[src/rtl/vga_controller.sv]
// vga_controller: 640x480 VGA timing, 8x6 cell grid with button cursor/selection and a processor mailbox; define CURSOR_WRAP_EN for wrapping cursor moves
module vga_controller #(
    parameter int H_ACTIVE = 640,
    parameter int H_FP     = 16,
    parameter int H_SYNC   = 96,
    parameter int H_BP     = 48,
    parameter int V_ACTIVE = 480,
    parameter int V_FP     = 10,
    parameter int V_SYNC   = 2,
    parameter int V_BP     = 33,
    parameter int CELL     = 80
) (
    input  logic        clk,
    input  logic        reset,
    input  logic        BTND_in,
    input  logic        BTNU_in,
    input  logic        BTNL_in,
    input  logic        BTNR_in,
    input  logic        BTNC_in,
    input  logic [3:0]  SW,
    output logic        hSync,
    output logic        vSync,
    output logic [3:0]  VGA_R,
    output logic [3:0]  VGA_G,
    output logic [3:0]  VGA_B,
    input  logic        ps2_clk,
    input  logic        ps2_data,
    input  logic [31:0] from_processor,
    output logic [31:0] to_processor
);
    localparam logic [9:0] H_LAST   = 10'(H_ACTIVE + H_FP + H_SYNC + H_BP - 1);
    localparam logic [9:0] V_LAST   = 10'(V_ACTIVE + V_FP + V_SYNC + V_BP - 1);
    localparam logic [9:0] HS_FIRST = 10'(H_ACTIVE + H_FP);
    localparam logic [9:0] HS_LAST  = 10'(H_ACTIVE + H_FP + H_SYNC - 1);
    localparam logic [9:0] VS_FIRST = 10'(V_ACTIVE + V_FP);
    localparam logic [9:0] VS_LAST  = 10'(V_ACTIVE + V_FP + V_SYNC - 1);
    localparam logic [9:0] H_VIS    = 10'(H_ACTIVE);
    localparam logic [9:0] V_VIS    = 10'(V_ACTIVE);
    localparam logic [9:0] CELL_W   = 10'(CELL);
    localparam logic [2:0] X_MAX    = 3'(H_ACTIVE / CELL - 1);
    localparam logic [2:0] Y_MAX    = 3'(V_ACTIVE / CELL - 1);

    logic [9:0]  h_count, v_count, cx, cy;
    logic [4:0]  btn, btn_prev, btn_rise;
    logic [2:0]  cur_x, cur_y, sel_x, sel_y, nx_x, nx_y;
    logic        sel_valid, active, unused_ok;
    logic [31:0] proc_reg;
    logic [11:0] colour;

    // bit order {C,U,D,L,R} matches the status word layout
    assign btn       = {BTNC_in, BTNU_in, BTND_in, BTNL_in, BTNR_in};
    assign btn_rise  = btn & ~btn_prev;
    assign unused_ok = &{1'b0, ps2_clk, ps2_data, SW[2:0], proc_reg[31:12]};

    // Pixel and line counters; the line advances when the pixel counter wraps
    always_ff @(posedge clk or posedge reset) begin
        if (reset) begin
            h_count <= '0;
            v_count <= '0;
        end else begin
            h_count <= (h_count == H_LAST) ? '0 : h_count + 10'd1;
            if (h_count == H_LAST)
                v_count <= (v_count == V_LAST) ? '0 : v_count + 10'd1;
        end
    end

    assign hSync  = reset | ~(h_count >= HS_FIRST && h_count <= HS_LAST);
    assign vSync  = reset | ~(v_count >= VS_FIRST && v_count <= VS_LAST);
    assign cx     = h_count / CELL_W;
    assign cy     = v_count / CELL_W;
    assign active = ~reset & (h_count < H_VIS) & (v_count < V_VIS);

    // Pixel colour by priority: grid line, cursor, selection, background
    always_comb begin
        colour = !active ? 12'h000
               : (h_count % CELL_W == 10'd0 || v_count % CELL_W == 10'd0) ? 12'hFFF
               : (cx == {7'd0, cur_x} && cy == {7'd0, cur_y}) ? 12'hFF0
               : (sel_valid && cx == {7'd0, sel_x} && cy == {7'd0, sel_y}) ? 12'h0F0
               : SW[3] ? proc_reg[11:0] : 12'h00F;
    end

    assign {VGA_R, VGA_G, VGA_B} = colour;

    // Next cursor position from this cycle's button edges; opposing edges cancel
    always_comb begin
`ifdef CURSOR_WRAP_EN
        nx_x = (btn_rise[1] && !btn_rise[0]) ? ((cur_x == 3'd0) ? X_MAX : cur_x - 3'd1)
             : (btn_rise[0] && !btn_rise[1]) ? ((cur_x == X_MAX) ? 3'd0 : cur_x + 3'd1)
             : cur_x;
        nx_y = (btn_rise[3] && !btn_rise[2]) ? ((cur_y == 3'd0) ? Y_MAX : cur_y - 3'd1)
             : (btn_rise[2] && !btn_rise[3]) ? ((cur_y == Y_MAX) ? 3'd0 : cur_y + 3'd1)
             : cur_y;
`else
        nx_x = (btn_rise[1] && !btn_rise[0]) ? ((cur_x == 3'd0) ? 3'd0 : cur_x - 3'd1)
             : (btn_rise[0] && !btn_rise[1]) ? ((cur_x == X_MAX) ? X_MAX : cur_x + 3'd1)
             : cur_x;
        nx_y = (btn_rise[3] && !btn_rise[2]) ? ((cur_y == 3'd0) ? 3'd0 : cur_y - 3'd1)
             : (btn_rise[2] && !btn_rise[3]) ? ((cur_y == Y_MAX) ? Y_MAX : cur_y + 3'd1)
             : cur_y;
`endif
    end

    // Button history, cursor, selection toggle, mailbox and status registers
    always_ff @(posedge clk or posedge reset) begin
        if (reset) begin
            btn_prev     <= '0;
            cur_x        <= '0;
            cur_y        <= '0;
            sel_x        <= '0;
            sel_y        <= '0;
            sel_valid    <= 1'b0;
            proc_reg     <= '0;
            to_processor <= '0;
        end else begin
            btn_prev <= btn;
            cur_x    <= nx_x;
            cur_y    <= nx_y;
            if (btn_rise[4]) begin
                sel_x     <= cur_x;
                sel_y     <= cur_y;
                sel_valid <= !(sel_valid && cur_x == sel_x && cur_y == sel_y);
            end
            if (from_processor != '0)
                proc_reg <= from_processor;
            to_processor <= {14'd0, btn, sel_valid, sel_y, sel_x, cur_y, cur_x};
        end
    end
endmodule

[config.mk]
export PLATFORM = sky130hd
export DESIGN_NAME = vga_controller
export DESIGN_NICKNAME = d
export VERILOG_FILES = /design/src/rtl/vga_controller.sv
export SDC_FILE = /design/constraint.sdc
export NUM_CORES = 1
export LEC_CHECK = 0
export ABC_AREA = 1
export CAP_MARGIN = 25
export CORE_MARGIN = 1.5
export CORE_UTILIZATION = 25
export CTS_BUF_LIST = sky130_fd_sc_hd__clkbuf_4 sky130_fd_sc_hd__clkbuf_8 sky130_fd_sc_hd__clkbuf_16
export CTS_CLUSTER_SIZE = 28
export DETAILED_ROUTE_END_ITERATION = 10
export SLEW_MARGIN = 10
export SYNTH_ARGS = -nofsm -noshare
export SYNTH_HDL_FRONTEND = slang
export SYNTH_SLANG_ARGS = --single-unit
[constraint.sdc]
create_clock -name clk -period 7.35 [get_ports clk]
set_input_delay 2.205 -clock clk [delete_from_list [all_inputs] [get_ports clk]]
set_output_delay 2.205 -clock clk [all_outputs]
set_load 0.02 [all_outputs]
==> reports/results.env, run 1 <==
BUF_INV_STAGES_CRIT_PATH=5
FINALWIRELENGTH_MM=9.111
NUM-NETS-FINAL=654
SYNTHESIS.AREA_UM2=4043
DIE_W_UM=130.2
GRT_ANTENNA_BEFORE_REPAIR=0
CTS_RESIZED=0
LAYOUT.CELLS.MOST_COMMON='nand2_1'
INITIALDRTVIOLATIONCOUNT=176
DIE_H_UM=130.2
FINAL.MIN_CLOCK_PERIOD_PS=6298
DRC=0
FIRST_PASS_GRT_WIRE_LENGTH_MM=15.19
MAX_SLEW.WORST_PIN.SLEW_PS=794.0
DRT-VIAS-PER-INSTANCE=4.304
TRITONCTS.NUM_BUFFERS=9
GRT_PASS1_VIAS=3253
VIAS=3516
TIMING.SETUP.TNS_PS=0
MOST-COMMON-LAYOUT-CELLS='nand2_1 (92), inv_1 (88), clkdlybuf4s50_1 (71), dfrtp_1 (63), nand3_1 (42)'
SYNTHESIS.YOSYS.WARNINGS=0
DIODE_INSERTION_COUNT_FOR_ANTENNA_REPAIR=0
GRT_START_MAX_NET_PINS=64
CRITPATHARRIVALTIME_PS=4090
FMAXACHIEVABLE_MHz=158.8
IO-PIN-COUNT=91
GLOBALROUTEOVERFLOWTOTAL=0
TIMING.FINAL.WS_SETUP_PS=1052
DRT-PASS1-ITER-COUNT=4
REPORT.FINAL.SLEW_VIOL_COUNT=0
SYNTH.LIB_CELLS_USED.DISTINCT=40
CELLLEAKAGEPOWER_nW=2.565
CRITICAL-PATH-TOP-DELAY-FAMILY='buffers and inverters'
MAX-SLEW-MARGIN-REL_PCT=47.07
SYNTH_TOP_AREA_CELL='dfrtp_1'
POST_SYNTH_INST_COUNT=526
PLACE_WS_PS=1057
REQ_TIME_CRIT_PATH_PS=5140
SYNTH-SEQ-AREA-SHARE_PCT=39.00
CRITPATHSLOWESTCELL='clkdlybuf4s50_1'
CLK-INSERTION-DELAY-LATE_PS=340
TRITONCTS_NUM_SINKS=63
DIE_AREA_UM2=16940
CATEGORY_OF_THE_WORST_SETUP_PATH_LAUNCH_POINT='primary input'
FILLERS=1673
LAYOUT_OVERHEAD_ON_THE_SYNTHESIZED_AREA_PCT=29.00
DRT-WIRELENGTH-PER-CELL_UM=11.15
REPORT.FINAL.SETUP_VIOL=0
FINAL-INSTANCE-COUNT-EXCL-FILL=817
FINALHOLDWORSTSLACK_PS=416.3
IR_WORST_VDD_mV=0.1133
RSZ0062_AT_GRT='no'
TIMING.CRITICAL_PATH.SLOWEST_CELL_DELAY_PS=590
ANTENNA_VIOLATING_NETS_POST_ROUTE=0
SYNTHDOMINANTCELLAREASHARE_PCT=39.00
POST-ROUTE-PERIOD-UTIL_PCT=85.69
SETUP.WORST_PATH.CLASS='in2out'
TOTAL_GLOBAL_ROUTING_TRACK_UTILIZATION_PCT=11.36
CTS_TREE='yes'
CRITICAL_PATH_ENDPOINT_CATEGORY='output pin'
SYN_AVG_CELL_AREA_UM2=7.686
NETLIST_TOP_CELLS_AREA='dfrtp_1 (39%), nand2_1 (8.5%), inv_1 (8.3%)'
DRIVE_GT1_SHARE_PCT=11.65
WORST_SETUP_HOLD_PATH_CLK_SLEW_PS=50
POSTCTSSETUPREPAIRBUFS=0
CP_CELL_SEQUENCE='clkdlybuf4s50_1 > inv_2 > nand4_1 > inv_1 > nand2_1 > inv_1 > clkdlybuf4s50_1'
TIMING.FINAL.HOLD_VIOLATIONS=0
CLOCK_H_TREE_LEVELS=3
ROOT_BUFFER='clkbuf_16'
HOLD_CLASS='reg2reg'
COUNT_OF_PORT_BUFFERS_ADDED_DURING_PLACEMENT=71
HOLD_BUFFERS=0
CRIT_FANOUT=9
INITIAL_CORE_UTIL_PCT=25.54
GP_CONGESTION=0.8144
MAX_CAP_VIOLATIONS=0
NUMPLACEDINSTANCES=801
FINCLKSKEW_PS=6.785
STATUS='finished, final reports clean'
LARGEST_REG_FLOPS=14
PLACE_HPWL_MM=6.887
CELLPOWERDENSITY_nW_PER_UM2=237.7
PLACEABLECOREAREA_UM2=15830
YOSYS_REGISTER_BITS=63
NUMBER_OF_ROWS_CREATED_AT_FLOORPLAN=46
CTSLONGESTPATHBUFFERS=2
[metal layers]
layer,wire (um),vias up,GRT usage [%]
met3,318,14,2.501
met4,198,0,5.490
met5,0,-,0
met1,4208,1638,14.47
li1,-,1813,-
met2,4386,51,18.20
[area by class of cell]
type | instances | area, um^2 | area share [%]
multi-input cells | 351 | 1958 | 37.55
repair buffers | 72 | 718.2 | 13.77
clock inverters | 6 | 85.08 | 1.631
clock buffers | 10 | 232.7 | 4.463
flip-flops and latches | 63 | 1577 | 30.23
well taps | 216 | 270.3 | 5.182
inverters | 99 | 374.1 | 7.174
[kinds of logic after synthesis]
kind of cell,after synthesis,share of synthesized area (%)
buf+inv,125,13.77
xor+xnor,11,2.383
compound gates,75,11.73
simple gates,238,29.00
other cells,1,0.09276
fa+ha+maj,13,4.024
flops,63,39.00
[power breakdown]
| group | internal (mW) | switching [mW] | total, mW | leakage (nW) |
|---|---|---|---|---|
| clock network | 0.299 | 0.154 | 0.453 | 0.152 |
| logic | 0.143 | 0.179 | 0.322 | 1.64 |
| registers | 0.409 | 0.0550 | 0.464 | 0.769 |
| total | 0.851 | 0.388 | 1.24 | 2.57 |
[cell usage after synthesis, drive strengths merged]
library cell and instances:
a2111oi 1, a211oi 4, a21oi 19, a22oi 1
a31oi 1, buf 21, clkbuf 5, conb 1
dfrtp 63, ha 13, inv 99, nand2 120
nand3 50, nand4 8, nor2 37, nor3 15
nor4 8, o2111ai 4, o211ai 3, o21a 1
o21ai 28, o21bai 6, o221a 1, o221ai 1
o22ai 3, o31ai 2, xnor2 1, xor2 10
[worst paths after layout]
| check | endpoint | depth (start not counted) | slack (ps) | from |
|---|---|---|---|---|
| worst max-delay path | VGA_R[3] | 7 | 1050 | reset |
| worst min-delay path | to_processor[7]$_DFF_PP0_ | 0 | 420 | sel_x[1]$_DFFE_PP0P_ |
| worst max register to register | v_count[8]$_DFFE_PP0N_ | 13 | 4730 | h_count[0]$_DFF_PP0_ |
| worst min register to register | to_processor[7]$_DFF_PP0_ | 0 | 420 | sel_x[1]$_DFFE_PP0P_ |
| max in group asynchronous | btn_prev[2]$_DFF_PP0_ | 3 | 4290 | reset |
| min in group asynchronous | v_count[3]$_DFFE_PP0N_ | 3 | 2540 | reset |
[through the flow]
step                total power, mW  util [%]  area, um^2
finish                        1.239     32.95        5215
global route                  1.316     32.95        5215
CTS                           1.252     32.95        5215
detailed placement           0.7944     30.94        4897
global placement             0.7897     30.94        4897
floorplan                    0.6675         -        4091
Note: power is estimated with default switching activity, not from simulation.
==> run 2: changes to the inputs <==
==> constraint.sdc (replaced) <==
create_clock -name clk -period 7.35 [get_ports clk]
set_input_delay 1.47 -clock clk [delete_from_list [all_inputs] [get_ports clk]]
set_output_delay 1.47 -clock clk [all_outputs]
set_load 0.02 [all_outputs]
==> run 2 against run 1 <==
Net effect: sequential cell count stayed put; maximum frequency is 26% higher; die area stayed put; total power is 2.3% lower; critical endpoint is now hSync; utilization is 0.13 points lower; register-to-register slack hardly changed; non-clock buffer count stayed put; highest routed layer unchanged.
==> reports/results.env, run 2 (synthesized netlist as in run 1, its figures left out) <==
NUM-NETS-FINAL=654  # unchanged
ANTENNA_VIOLATING_NETS_POST_ROUTE=0  # unchanged
GRT_START_MAX_NET_PINS=65  # +1.6%
MAX_SLEW.WORST_PIN.SLEW_PS=817.7  # +23.74 ps
NUMBER_OF_ROWS_CREATED_AT_FLOORPLAN=46  # unchanged
FINALWIRELENGTH_MM=9.037  # -0.81%
FINAL.MIN_CLOCK_PERIOD_PS=4988  # -1311 ps
COUNT_OF_PORT_BUFFERS_ADDED_DURING_PLACEMENT=71  # unchanged
CTS_RESIZED=0  # unchanged
SETUP.WORST_PATH.CLASS='in2out'
HOLD_BUFFERS=0  # unchanged
REQ_TIME_CRIT_PATH_PS=5880  # +740 ps
IO-PIN-COUNT=91  # unchanged
GLOBALROUTEOVERFLOWTOTAL=0  # unchanged
MOST-COMMON-LAYOUT-CELLS='nand2_1 (92), inv_1 (88), clkdlybuf4s50_1 (71), dfrtp_1 (63), nand3_1 (42)'
LAYOUT.AREA.SEQ_UM2=1577  # unchanged
INITIAL_CORE_UTIL_PCT=25.54  # unchanged
FMAXACHIEVABLE_MHz=200.5  # +26%
DIE_AREA_UM2=16940  # unchanged
DRIVE_GT1_SHARE_PCT=11.50  # -0.15 points
FIRST_PASS_GRT_WIRE_LENGTH_MM=15.08  # -0.72%
DIODE_INSERTION_COUNT_FOR_ANTENNA_REPAIR=0  # unchanged
DRC=0  # unchanged
CRITPATHARRIVALTIME_PS=3520  # -570 ps
LAYOUT_OVERHEAD_ON_THE_SYNTHESIZED_AREA_PCT=28.51
TRITONCTS.NUM_BUFFERS=9  # unchanged
PLACEABLECOREAREA_UM2=15830  # unchanged
GRT_PASS1_VIAS=3270  # +0.52%
MAX_CAP_VIOLATIONS=0  # unchanged
TIMING.FINAL.HOLD_VIOLATIONS=0  # unchanged
UTILIZATION_PCT=32.82  # -0.13 points
VIAS=3488  # -0.80%
TRITONCTS_NUM_SINKS=63  # unchanged
FINCLKSKEW_PS=3.686  # -3.099 ps
GP_CONGESTION=0.8163  # +0.23%
DRT-WIRELENGTH-PER-CELL_UM=11.07  # -0.69%
CTS_TREE='yes'
CATEGORY_OF_THE_WORST_SETUP_PATH_LAUNCH_POINT='primary input'
FILLERS=1679  # +0.36%
PLACE_HPWL_MM=6.879  # -0.12%
IR_WORST_VDD_mV=0.1210  # +6.7%
STATUS='finished, final reports clean'
TOTAL_GLOBAL_ROUTING_TRACK_UTILIZATION_PCT=11.26  # -0.096 points
TIMING.SETUP.TNS_PS=0  # unchanged
REPORT.FINAL.SETUP_VIOL=0  # unchanged
GRT_ANTENNA_BEFORE_REPAIR=0  # unchanged
CTSLONGESTPATHBUFFERS=2  # unchanged
LARGEST_REG_FLOPS=14  # unchanged
ROOT_BUFFER='clkbuf_16'
WORST_SETUP_HOLD_PATH_CLK_SLEW_PS=50  # about the same
HOLD_CLASS='reg2reg'
LAYOUT.CELLS.MOST_COMMON='nand2_1'
POST-ROUTE-PERIOD-UTIL_PCT=67.86  # -18 points
MULTI_INPUT_COMB_AREA_UM2=1958  # unchanged
DIE_W_UM=130.2  # unchanged
DRT-VIAS-PER-INSTANCE=4.275  # -0.67%
DRT-PASS1-ITER-COUNT=4  # unchanged
CELLPOWERDENSITY_nW_PER_UM2=233.2  # -1.9%
CRIT_FANOUT=64  # +55
REPORT.FINAL.SLEW_VIOL_COUNT=0  # unchanged
POSTCTSSETUPREPAIRBUFS=0  # unchanged
INITIALDRTVIOLATIONCOUNT=166  # -5.7%
CELLLEAKAGEPOWER_nW=2.564  # about the same
CLOCK_H_TREE_LEVELS=3  # unchanged
RSZ0062_AT_GRT='no'
MAX-SLEW-MARGIN-REL_PCT=45.49  # -1.6 points
CLK-INSERTION-DELAY-LATE_PS=330  # about the same
CRITICAL_PATH_ENDPOINT_CATEGORY='output pin'
DIE_H_UM=130.2  # unchanged
run 2: report_power, final:
part / total (mW) / switching [mW] / internal [mW] / leakage, nW
sequential: 0.465 / 0.0560 / 0.409 / 0.769
combinational: 0.324 / 0.181 / 0.143 / 1.64
clock: 0.423 / 0.146 / 0.277 / 0.151
run 2: path summary, 6_finish.rpt:
path	startpoint	endpoint	slack [ps]	cells past startpoint
setup / recovery	reset	hSync	2360	5
hold / removal	sel_valid$_DFFE_PP0P_	to_processor[12]$_DFF_PP0_	420	0
setup reg to reg	h_count[0]$_DFF_PP0_	v_count[8]$_DFFE_PP0N_	4730	13
hold reg to reg	sel_valid$_DFFE_PP0P_	to_processor[12]$_DFF_PP0_	420	0
max in group asynchronous	reset	btn_prev[0]$_DFF_PP0_	5040	3
min in group asynchronous	reset	v_count[5]$_DFFE_PP0N_	1740	3
run 2: metrics by stage:
step / power, mW / area, um^2 / hold slack [ps] / setup WS [ps] / std cells
2_1_floorplan: 0.6675 / 4091 / 351.9 / 2025 / 539
3_3_place_gp: 0.7891 / 4897 / 395.6 / 2294 / 801
3_5_place_dp: 0.7944 / 4897 / 405.1 / 2276 / 801
4_1_cts: 1.226 / 5195 / 416.3 / 2264 / 816
5_1_grt: 1.283 / 5195 / 422.6 / 2157 / 816
6_report: 1.211 / 5195 / 415.4 / 2362 / 816
run 2: metal layers:
layer | GRT usage, % | part of all wire [%] | vias up
met5 | 0 | 0 | -
met4 | 6.863 | 2.7 | 0
met3 | 1.681 | 3.3 | 12
met2 | 18.54 | 49 | 52
met1 | 13.88 | 45 | 1614
li1 | - | - | 1810
run 2: worst max-delay path, stage by stage:
cell and delay, ps:
clkdlybuf4s50_1 450, inv_2 70, buf_4 600, o2111ai_1 250, clkdlybuf4s50_1 600
run 2: final cells by class:
| cell class | count | share of cell area [%] |
|---|---|---|
| timing repair buffer | 72 | 13.82 |
| tap | 216 | 5.202 |
| sequential | 63 | 30.35 |
| clock buffer | 11 | 4.865 |
| multi-input combinational | 351 | 37.69 |
| clock inverter | 4 | 0.8671 |
| inverter | 99 | 7.201 |
==> run 3: changes to the inputs <==
==> constraint.sdc (replaced) <==
create_clock -name clk -period 4.7 [get_ports clk]
set_input_delay 0.94 -clock clk [delete_from_list [all_inputs] [get_ports clk]]
set_output_delay 0.94 -clock clk [all_outputs]
set_load 0.02 [all_outputs]
==> run 3 against run 2 <==
Net effect: die area stayed put; critical path depth is 16 higher; final cell count is 0.12% lower; sequential share of layout area is 0.15 points higher; sequential cell count stayed put; clock-buffer cell count is 2 higher; first-iteration DRC count is 22% higher; clock skew is 2.6 ps higher; register-to-register slack worse by 2600 ps; clock power is 44% higher; critical endpoint is now VGA_G[1]; largest cell class unchanged; largest power group unchanged.
==> reports/results.env, run 3 (synthesized netlist as in run 1, its figures left out) <==
FF_TO_FF_PATH_DEPTH=13  # unchanged
HIGHEST_LAYER='met4'
MAX_SLEW.WORST_PIN.SLEW_PS=787.0  # -30.73 ps
FMAXACHIEVABLE_MHz=231.5
CRIT_FANOUT=12  # -81%
REGTOREGENDPOINT='v_count[8]$_DFFE_PP0N_'
CELLLEAKAGEPOWER_nW=2.552  # -0.50%
POWER.SHARE.SWITCHING_PCT=31.76  # +0.18 points
R2R_SETUP_SLACK_PS=2100  # -2630 ps
POST-ROUTE-PERIOD-UTIL_PCT=91.89
DRC=0  # unchanged
IO-PIN-COUNT=91  # unchanged
HOLD-PATH-CELL-COUNT=0  # unchanged
LAYOUT_OVERHEAD_ON_THE_SYNTHESIZED_AREA_PCT=27.89
DRT-PASS1-ITER-COUNT=4  # unchanged
FILLERS=1667  # -0.71%
MOST-COMMON-LAYOUT-CELLS='nand2_1 (92), inv_1 (88), clkdlybuf4s50_1 (71), dfrtp_1 (63), nand3_1 (42)'
ROOT_BUFFER='clkbuf_16'
CRITICAL_PATH_ENDPOINT_CATEGORY='output pin'
TOTAL_GLOBAL_ROUTING_TRACK_UTILIZATION_PCT=10.89  # -0.37 points
GP_CONGESTION=0.8117  # -0.56%
HOLD_CLASS='reg2reg'
DIE_AREA_UM2=16940  # unchanged
NUMBER_OF_ROWS_CREATED_AT_FLOORPLAN=46  # unchanged
RR_STARTPOINT='h_count[0]$_DFF_PP0_'
REPORT.FINAL.SLEW_VIOL_COUNT=0  # unchanged
FINCLKSKEW_PS=6.265  # +2.579 ps
GRT_PASS1_VIAS=3167  # -3.1%
DPL_CELL_AREA_UM2=4897  # unchanged
INITIALDRTVIOLATIONCOUNT=203  # +22%
TRITONCTS.NUM_BUFFERS=9  # unchanged
CATEGORY_OF_THE_WORST_SETUP_PATH_LAUNCH_POINT='flip-flop'
HOLDPATHEND='to_processor[7]$_DFF_PP0_'
CTS_TREE='yes'
HOLD_PATH_STARTPOINT='sel_x[1]$_DFFE_PP0P_'
RSZ0062_AT_GRT='no'
DIODE_INSERTION_COUNT_FOR_ANTENNA_REPAIR=0  # unchanged
REQ_TIME_CRIT_PATH_PS=3760  # -2120 ps
LARGEST_REG_FLOPS=14  # unchanged
MAX-SLEW-MARGIN-REL_PCT=47.54  # +2.0 points
DETAILROUTE.WIRELENGTH.MET3_UM=274  # -9.0%
GRT_START_MAX_NET_PINS=64  # -1.5%
SHARE_SEQ_OF_TOTAL_POWER_PCT=39.5  # +1.1 points
PLACEABLECOREAREA_UM2=15830  # unchanged
DRT-VIAS-PER-INSTANCE=4.237  # -0.88%
FINAL_DESIGN_AREA_NO_FILL_UM2=5170  # -0.48%
IR_WORST_VDD_mV=0.2050  # +69%
CTS_RESIZED=0  # unchanged
LAYOUT.CELLS.MOST_COMMON='nand2_1'
MAX_CAP_VIOLATIONS=0  # unchanged
FINAL.MIN_CLOCK_PERIOD_PS=4319
DRIVE_GT1_SHARE_PCT=11.35  # -0.15 points
DRT-WIRELENGTH-PER-CELL_UM=11.02  # -0.48%
DIE_W_UM=130.2  # unchanged
CELLINTERNALPOWER_mW=1.254  # +51%
NET_SWITCHING_POWER_uW=583.5  # +53%
CLOCK_H_TREE_LEVELS=3  # unchanged
CLK-INSERTION-DELAY-LATE_PS=320  # about the same
COUNT_OF_PORT_BUFFERS_ADDED_DURING_PLACEMENT=71  # unchanged
SETUP.WORST_PATH.CLASS='reg2out'
ANTENNA_VIOLATING_NETS_POST_ROUTE=0  # unchanged
CRITPATHARRIVALTIME_PS=3380  # -140 ps
DRT-MET1-WL_MM=4.152  # +1.9%
PLACE_WS_PS=692.1  # -1584 ps
FIRST_PASS_GRT_WIRE_LENGTH_MM=14.74  # -2.2%
CELLPOWERDENSITY_nW_PER_UM2=355.4  # +52%
POSTCTSSETUPREPAIRBUFS=0  # unchanged
FINALHOLDWORSTSLACK_PS=414.9  # -0.5080 ps
PLACE_HPWL_MM=6.877  # about the same
NUM-NETS-FINAL=654  # unchanged
STATUS='finished, final reports clean'
REPORT.FINAL.SETUP_VIOL=0  # unchanged
WORST_SETUP_HOLD_PATH_CLK_SLEW_PS=50  # about the same
CLOCKPOWERSHARE_PCT=33.1  # -1.8 points
HOLD_BUFFERS=0  # unchanged
TIMING.SETUP.TNS_PS=0  # unchanged
TIMING.FINAL.WS_SETUP_PS=381.2  # -1981 ps
FINALWIRELENGTH_MM=8.983  # -0.60%
GRT_ANTENNA_BEFORE_REPAIR=0  # unchanged
INITIAL_CORE_UTIL_PCT=25.54  # unchanged
VIAS=3453  # -1.0%
WL_MET2_MM=4.391  # -0.52%
TRITONCTS_NUM_SINKS=63  # unchanged
TIMING.FINAL.HOLD_VIOLATIONS=0  # unchanged
UTILIZATION_PCT=32.66  # -0.16 points
COMB_POWER_SHARE_PCT=27.4  # +0.7 points
DIE_H_UM=130.2  # unchanged
GLOBALROUTEOVERFLOWTOTAL=0  # unchanged
CTSLONGESTPATHBUFFERS=2  # unchanged
run 3: final cells by class:
cell class                 instances  area, um^2  area share [%]
multi-input combinational        351        1958           37.88
tap                              216       270.3           5.227
clock buffer                      13       267.8           5.179
timing repair buffer              72       718.2           13.89
inverter                          99       374.1           7.236
clock inverter                     1       5.005         0.09681
sequential                        63        1577           30.49
run 3: metal layers:
layer	GRT usage, %	vias up
met3	1.927	11
li1	-	1803
met2	18.14	47
met5	0	-
met1	13.96	1592
met4	4.314	0
run 3: power groups by stage:
stage                     combinational [mW]  clock (mW)  sequential, mW
after global placement                 0.503           0           0.732
after detailed placement               0.508           0           0.736
after floorplan                        0.280           0           0.764
after global routing                   0.564       0.647           0.741
after CTS                              0.509       0.622           0.727
final                                  0.503       0.608           0.726
run 3: worst max path at each step:
| stage | from | to | slack [ps] | depth (start not counted) |
|---|---|---|---|---|
| finish | h_count[7]$_DFF_PP0_ | VGA_G[1] | 380 | 21 |
| global route | h_count[7]$_DFF_PP0_ | VGA_G[1] | 100 | 21 |
| CTS | h_count[7]$_DFF_PP0_ | VGA_G[1] | 330 | 21 |
| detailed placement | h_count[7]$_DFF_PP0_ | VGA_G[1] | 690 | 21 |
| global placement | h_count[7]$_DFF_PP0_ | VGA_G[1] | 690 | 21 |
| floorplan | reset | VGA_B[0] | 440 | 3 |
run 3: per-stage QoR:
| stage | cells | power, mW |
|---|---|---|
| detailed placement | 801 | 1.243 |
| floorplan | 539 | 1.044 |
| finish | 815 | 1.837 |
| global route | 815 | 1.952 |
| CTS | 815 | 1.858 |
| global placement | 801 | 1.236 |
run 3: worst max-delay path, stage by stage, from the launching register on:
cell and delay [ps]:
dfrtp_1 520, inv_4 90, a21oi_2 230, nand2_4 100, nand2_4 90, nand2_2 50
nand2_2 60, inv_2 40, nand2_4 80, nand2_4 70, nand2_2 70, nand2_2 50
inv_2 60, nand2_2 80, nand2_2 80, nand2_1 50, nand2_1 90, nand3_2 250
nand3_1 170, nor2_1 50, nor2_1 130, clkdlybuf4s50_1 640
